**src/rtl/unique_serializer.sv**
```systemverilog
// unique_serializer: takes one group of activations plus repetition info and
// emits each unique non-zero activation, with its duplicate mask, one per cycle.
module unique_serializer #(
  parameter  int unsigned GROUP_SIZE     = 4,
  parameter  int unsigned DATA_WIDTH     = 8,
  parameter  int unsigned LOG_MAX_GROUPS = 16,
  localparam int unsigned IN_WIDTH       = GROUP_SIZE*DATA_WIDTH + GROUP_SIZE*GROUP_SIZE + GROUP_SIZE,
  localparam int unsigned OUT_WIDTH      = DATA_WIDTH + GROUP_SIZE + 1
) (
  input  logic                      clk,
  input  logic                      rst,
  input  logic                      configure,
  input  logic [LOG_MAX_GROUPS-1:0] num_groups,
  input  logic [IN_WIDTH-1:0]       data_in,
  input  logic                      valid_in,
  output logic                      avail_out,
  output logic [OUT_WIDTH-1:0]      data_out,
  output logic                      valid_out,
  input  logic                      avail_in,
  output logic                      done
);

  localparam int unsigned ACT_W = GROUP_SIZE*DATA_WIDTH;
  localparam int unsigned REP_W = GROUP_SIZE*GROUP_SIZE;

  typedef enum logic {IDLE, EMIT} state_t;

  state_t                                   state_q, state_d;
  logic                                     enabled_q, enabled_d;
  logic [LOG_MAX_GROUPS-1:0]                cnt_q, cnt_d;
  logic [GROUP_SIZE-1:0]                    pending_q, pending_d;
  logic                                     done_q, done_d;
  logic [GROUP_SIZE-1:0][DATA_WIDTH-1:0]    act_q;
  logic [GROUP_SIZE-1:0][GROUP_SIZE-1:0]    rep_q;
  logic                                     capture;

  logic [GROUP_SIZE-1:0][DATA_WIDTH-1:0]    act_in;
  logic [GROUP_SIZE-1:0][GROUP_SIZE-1:0]    rep_in;
  logic [GROUP_SIZE-1:0]                    zero_in;
  logic [GROUP_SIZE-1:0]                    diag_in;

  logic [GROUP_SIZE-1:0]                    sel_oh;
  logic [GROUP_SIZE-1:0]                    rest;
  logic                                     last_c;
  logic [DATA_WIDTH-1:0]                    value_c;
  logic [GROUP_SIZE-1:0]                    mask_c;

  // Unpack the incoming group: activations, rep_info rows, zero flags.
  always_comb begin
    act_in  = data_in[ACT_W-1:0];
    rep_in  = data_in[ACT_W +: REP_W];
    zero_in = data_in[ACT_W+REP_W +: GROUP_SIZE];
    diag_in = '0;
    for (int i = 0; i < GROUP_SIZE; i++) begin
      diag_in[i] = rep_in[i][i];
    end
  end

  // Lowest pending element is the one emitted; an empty pending set yields the zero token.
  always_comb begin
    sel_oh  = pending_q & (~pending_q + GROUP_SIZE'(1));
    rest    = pending_q & ~sel_oh;
    last_c  = (rest == '0);
    value_c = '0;
    mask_c  = '0;
    for (int i = 0; i < GROUP_SIZE; i++) begin
      if (sel_oh[i]) begin
        value_c = act_q[i];
        mask_c  = rep_q[i];
      end
    end
  end

  assign avail_out = enabled_q && (state_q == IDLE);
  assign valid_out = (state_q == EMIT) && avail_in && !configure;
  assign data_out  = (state_q == EMIT) ? {last_c, mask_c, value_c} : '0;
  assign done      = done_q;

  // Next-state logic: configure wins over capture and emission.
  always_comb begin
    state_d   = state_q;
    enabled_d = enabled_q;
    cnt_d     = cnt_q;
    pending_d = pending_q;
    done_d    = 1'b0;
    capture   = 1'b0;
    if (configure) begin
      state_d   = IDLE;
      pending_d = '0;
      cnt_d     = num_groups;
      enabled_d = (num_groups != '0);
    end else begin
      case (state_q)
        IDLE: begin
          if (valid_in && enabled_q) begin
            capture   = 1'b1;
            pending_d = diag_in & ~zero_in;
            state_d   = EMIT;
          end
        end
        EMIT: begin
          if (avail_in) begin
            pending_d = pending_q & ~sel_oh;
            if (last_c) begin
              state_d = IDLE;
              if (cnt_q != '0) begin
                cnt_d = cnt_q - LOG_MAX_GROUPS'(1);
              end
              if (cnt_q == LOG_MAX_GROUPS'(1)) begin
                enabled_d = 1'b0;
                done_d    = 1'b1;
              end
            end
          end
        end
        default: state_d = IDLE;
      endcase
    end
  end

  // State and datapath registers.
  always_ff @(posedge clk or negedge rst) begin
    if (!rst) begin
      state_q   <= IDLE;
      enabled_q <= 1'b0;
      cnt_q     <= '0;
      pending_q <= '0;
      done_q    <= 1'b0;
      act_q     <= '0;
      rep_q     <= '0;
    end else begin
      state_q   <= state_d;
      enabled_q <= enabled_d;
      cnt_q     <= cnt_d;
      pending_q <= pending_d;
      done_q    <= done_d;
      if (capture) begin
        act_q <= act_in;
        rep_q <= rep_in;
      end
    end
  end

endmodule

```
**config.mk**
```make
export PLATFORM = sky130hd
export DESIGN_NAME = unique_serializer
export DESIGN_NICKNAME = d
export VERILOG_FILES = /design/src/rtl/unique_serializer.sv
export SDC_FILE = /design/constraint.sdc
export NUM_CORES = 1
export LEC_CHECK = 0
export CAP_MARGIN = 20
export CORE_ASPECT_RATIO = 1.75
export CORE_MARGIN = 1.5
export CORE_UTILIZATION = 53
export DETAILED_ROUTE_END_ITERATION = 10
export GPL_TIMING_DRIVEN = 0
export PLACE_DENSITY = 0.91
export SYNTH_ARGS = -nofsm -noshare
export SYNTH_HDL_FRONTEND = slang
export SYNTH_SLANG_ARGS = --single-unit
```
**constraint.sdc**
```tcl
create_clock -name clk -period 4.2 [get_ports clk]
set_clock_uncertainty 0.1 [all_clocks]
set_input_delay 0.63 -clock clk [delete_from_list [all_inputs] [get_ports clk]]
set_output_delay 0.63 -clock clk [all_outputs]
set_load 0.1 [all_outputs]
```
Yosys cells after proc, flatten, opt, wreduce, memory -nomap -nowiden
Index checks and enable logic that the tools add are counted.
{ "word_totals": {"regBits": 71, "latchBits": 0, "ramBits": 0, "romBits": 0, "inputBits": 73, "out_inout_bits": 16, "word_cells": 76, "mem_count": 0} }
{ "classes": {"n_addsub": 2, "multipliers": 0, "div": 0, "order_cmp": 0, "n_eq_ne": 3, "n_shift": 0, "mux": 35, "n_bitwise": 7, "n_reduce_logical": 16} }
{ "op_table": {"columns": ["op", "n"], "rows": [
  ["2-to-1 mux 16 bit", 5],
  ["2-to-1 mux 8 bit", 4],
  ["nonzero test 16 bit", 2],
  ["2-to-1 mux 4 bit", 7],
  ["equality test 16 x 1 -> 1 bit, second input constant", 1],
  ["2-to-1 mux 1 bit", 16],
  ["subtractor 16 x 1 -> 16 bit, second input constant", 1],
  ["2-to-1 mux 13 bit", 1],
  ["AND 4 bit", 3],
  ["inverter 4 bit", 3],
  ["nonzero test 2 bit", 5],
  ["one-hot mux 4 bit (2 select lines)", 1],
  ["AND reduction 4 bit", 2],
  ["adder 4 x 1 -> 4 bit, second input constant", 1],
  ["logical AND 1 bit", 4],
  ["logical NOT 4 bit", 1],
  ["!= test 3 x 2 -> 1 bit, second input constant", 1],
  ["!= test 3 bit, second input constant", 1],
  ["one-hot mux 1 bit (2 select lines)", 1],
  ["AND reduction 2 bit", 1],
  ["logical NOT 1 bit", 1],
  ["inverter 1 bit", 1]
]} }

Depth between registers and ports, before layout
{ "logic_depth": {"depth_word": 10, "depth_mapped": 7} }

Worst setup path after synthesis
Ideal clock, no wire load.
{ "synth_timing": {"path_kind": "register to output", "startpoint": "register pending_q[1]", "endpoint": "output data_out[10]", "t_arrival_ps": 2668, "t_required_ps": 3470, "setup_slack_ps": 802, "stages_incl_launch_ff": 7, "cell_sequence": "dfrtp_1 -> buf_6 -> nor3_2 -> and2_1 -> clkbuf_1 -> a221oi_1 -> nor2b_1"} }
{ "synth_via": {"elab_chain_len": 7} }
{ "synth_rtl": {"columns": ["element", "line_no", "text"], "rows": [
  ["start: declaration", "31", "logic [GROUP_SIZE-1:0] pending_q, pending_d;"],
  ["start signal: assignment", "135", "pending_q <= pending_d;"],
  ["inverter 4 bit", "61", "sel_oh = pending_q & (~pending_q + GROUP_SIZE'(1));"],
  ["adder 4 x 1 -> 4 bit", "61", null],
  ["AND 4 bit *", "61", null],
  ["2-to-1 mux 4 bit (2 in series)", "67", "if (sel_oh[i]) begin"],
  ["2-to-1 mux 4 bit *", "67", null],
  ["2-to-1 mux 13 bit *", "76", "assign data_out = (state_q == EMIT) ? {last_c, mask_c, value_c} : '0;"],
  ["end: declaration", "17", "output logic [OUT_WIDTH-1:0] data_out,"]
]} }
Every way passes the cells marked *; elsewhere a longest branch is shown, timed or not.

Worst setup path after layout
Ends and elaborated chain as after synthesis.

==> reports/results.ini <==
[critical_path]
r2r_slack_ns=1.90
crit_chain=buf_6 -> nor3_2 -> and2_1 -> clkbuf_1 -> a221oi_1 -> nor2b_1 -> dlymetal6s2s_1
cpPeakStageDelay_ns=0.76
end_kind=output pin
startpoint_type=flip-flop
cp_slowest_cell=dlymetal6s2s_1
path_max_fanout=10
worstSetupPathType=reg -> out
crit_required_ns=3.47
crit_arrival_ns=3.08

[logic_synthesis]
synthDistinctLibCells=48
syn-cell-area_um2=3600
syn_avg_cell_area_um2=11.3
synth-edff-count=0
synth_common_cells=dfrtp_1, mux2_2, nand2_1, nor2_1, nor2b_1
synth_seq_area_share_pct=49.4
yosysTopAreaCell=dfrtp_1
syn_inst=318
synth_nets=393
ys_ff_latch=71
synth_most_common_cell=dfrtp_1
ys_async_sr_fraction_pct=100
synth_ff_type=dfrtp_1
yosys-top-cells-area=dfrtp_1, mux2_2, a221oi_1
yosys_warnings=0
netlist.area_leader.share_pct=49.4

[power]
power_density_nw_per_um2=428
max-vdd-ir-drop_uv=241
p_leak_uw=0.00211

[cts]
numCtsBuffers=9
cts_tree=built
clock_latency_ns=0.34
clock_sinks=71
clk_pin_slew_ns=0.05
htreeDepth=3
post_cts_buffers=0
clock_path_buffers=2
cts-root-buf=clkbuf_16

[cells_and_area]
nets=492
antenna_cells=0
syn_to_final_growth_pct=36.6
n_fill_cell=415
drive_above_1_share_pct=19.4

[routing]
first_pass_iters=4
drc_errors=0
ant_nets=0
wl_per_cell_um=20.8
vias=3098
drtIter0Drc=247
drt_wl_total_um=10500
routed_via_density=6.15

[outcome]
status=completed

[sta]
slew_violations=0
period_needed_ns=3.81
tightest_slew_ns=0.987
finalHoldWorstSlack_ns=0.300
finalSetupTns_ns=0
timing.fmax_mhz=263
max-slew-margin-rel_pct=34.1
finalHoldViolations=0
setup_viol=0
rsz0062_at_grt=no
finalCritPeriodShare_pct=90.7
setup_slack_ns=0.392

[placement]
port_buffers=88
post-dp-hpwl_um=7190
routabilityCongestion=0.901
dp_slack_ns=0.488

[grt]
grt_overflow=0
grt_max_degree=72
grt_pass1_wl_um=16600
grt_pass1_vias=3313
grt_use_total_pct=30.2
antenna_found_initial=0

[floorplanning]
rows=39
die_x_um=65.3
fp.coreArea_um2=6540
initial_utilization_pct=55.0
die_y_um=112
die_area_um2=7310
ios=89

[job]
max_cap_viol_count=0

[hold_path]
hp-class=in -> async

registers in the layout, indices dropped and copies added, names as in the netlist:
register,flops
act_q,32
cnt_q,16
rep_q,16
pending_q,4
done,1
enabled_q,1
state_q,1
routing by layer:
metal / GRT usage (%) / part of all wire, % / up-vias
li1: - / - / 1386
met1: 33.6 / 36 / 1539
met2: 52.0 / 54 / 143
met3: 7.58 / 5.8 / 30
met4: 15.4 / 3.7 / 0
met5: 0 / 0 / -
cell type report:
type                    instances  area, um^2  area share, %
repair buffers                 88         903           18.4
clock inverters                 3        40.0          0.815
inverters                       6        22.5          0.458
well taps                      82         103           2.09
flip-flops and latches         71        1780           36.2
plain buffers                  19        96.3           1.96
clock buffers                  13         270           5.50
multi-input cells             222        1700           34.6
path summary, 6_finish.rpt:
kind	from	endpoint	cells after the start
setup / recovery	pending_q[1]$_DFFE_PN0P_	data_out[10]	7
hold / removal	rst	act_q[7]$_DFFE_PN0P_	1
setup reg to reg	pending_q[1]$_DFFE_PN0P_	cnt_q[7]$_DFFE_PN0P_	6
hold reg to reg	act_q[16]$_DFFE_PN0P_	act_q[16]$_DFFE_PN0P_	1
max in group asynchronous	rst	rep_q[13]$_DFFE_PN0P_	1
min in group clk	act_q[16]$_DFFE_PN0P_	act_q[16]$_DFFE_PN0P_	1
critical path: cells and delay by family (launching register included):
kind / cells / cell delay (ns)
AO/OA/AOI/OAI: 1 / 0.23
buffers and inverters: 3 / 1.35
AND/OR/NAND/NOR: 3 / 0.78
flip-flops: 1 / 0.37
repair_timing:
item	CTS	global route
resized for setup	0	10
endpoints found under the setup margin	0	10
hold buffers	0	0
logic make-up (layout without fill, tap and decap cells):
logic type / count (synthesis) / count (layout) / share of synthesized area, %
AND/OR/NAND/NOR: 97 / 97 / 14.9
flip-flops: 71 / 71 / 49.4
AO/OA/AOI/OAI: 63 / 63 / 13.6
multiplexers: 51 / 51 / 15.9
buffers and inverters: 25 / 129 / 3.31
XOR/XNOR: 9 / 9 / 2.19
adder cells (fa/ha/maj): 2 / 2 / 0.696
report_power, final:
| group | switching [uW] | internal (uW) | leakage, uW |
|---|---|---|---|
| clock | 283 | 506 | 0.000156 |
| sequential | 86.6 | 812 | 0.000852 |
| combinational | 203 | 210 | 0.00111 |
through the flow:
stage	utilization, %	cell area, um^2	power (uW)	instances
final	75.1	4910	2100	504
after global placement	70.0	4580	1280	488
after CTS	74.7	4890	2100	504
after floorplan	-	3600	1140	318
after detailed placement	70.0	4580	1310	488
after global routing	75.1	4910	2180	504
cell usage in the layout (no fill, tap or decap), drive strengths merged, types with 5 or more instances in the layout:
| master | n |
|---|---|
| clkdlybuf4s50 | 77 |
| dfrtp | 71 |
| mux2 | 49 |
| clkbuf | 24 |
| nand2 | 22 |
| nor2 | 18 |
| nor2b | 16 |
| o21ai | 16 |
| a22oi | 12 |
| a221oi | 12 |
| dlymetal6s2s | 10 |
| nor3 | 9 |
| nor4 | 9 |
| buf | 9 |
| xor2 | 7 |
| nand3 | 7 |
| inv | 5 |
| o311ai | 5 |
| nand4 | 5 |
| o211ai | 5 |
Power figures use the tool's default switching activity.
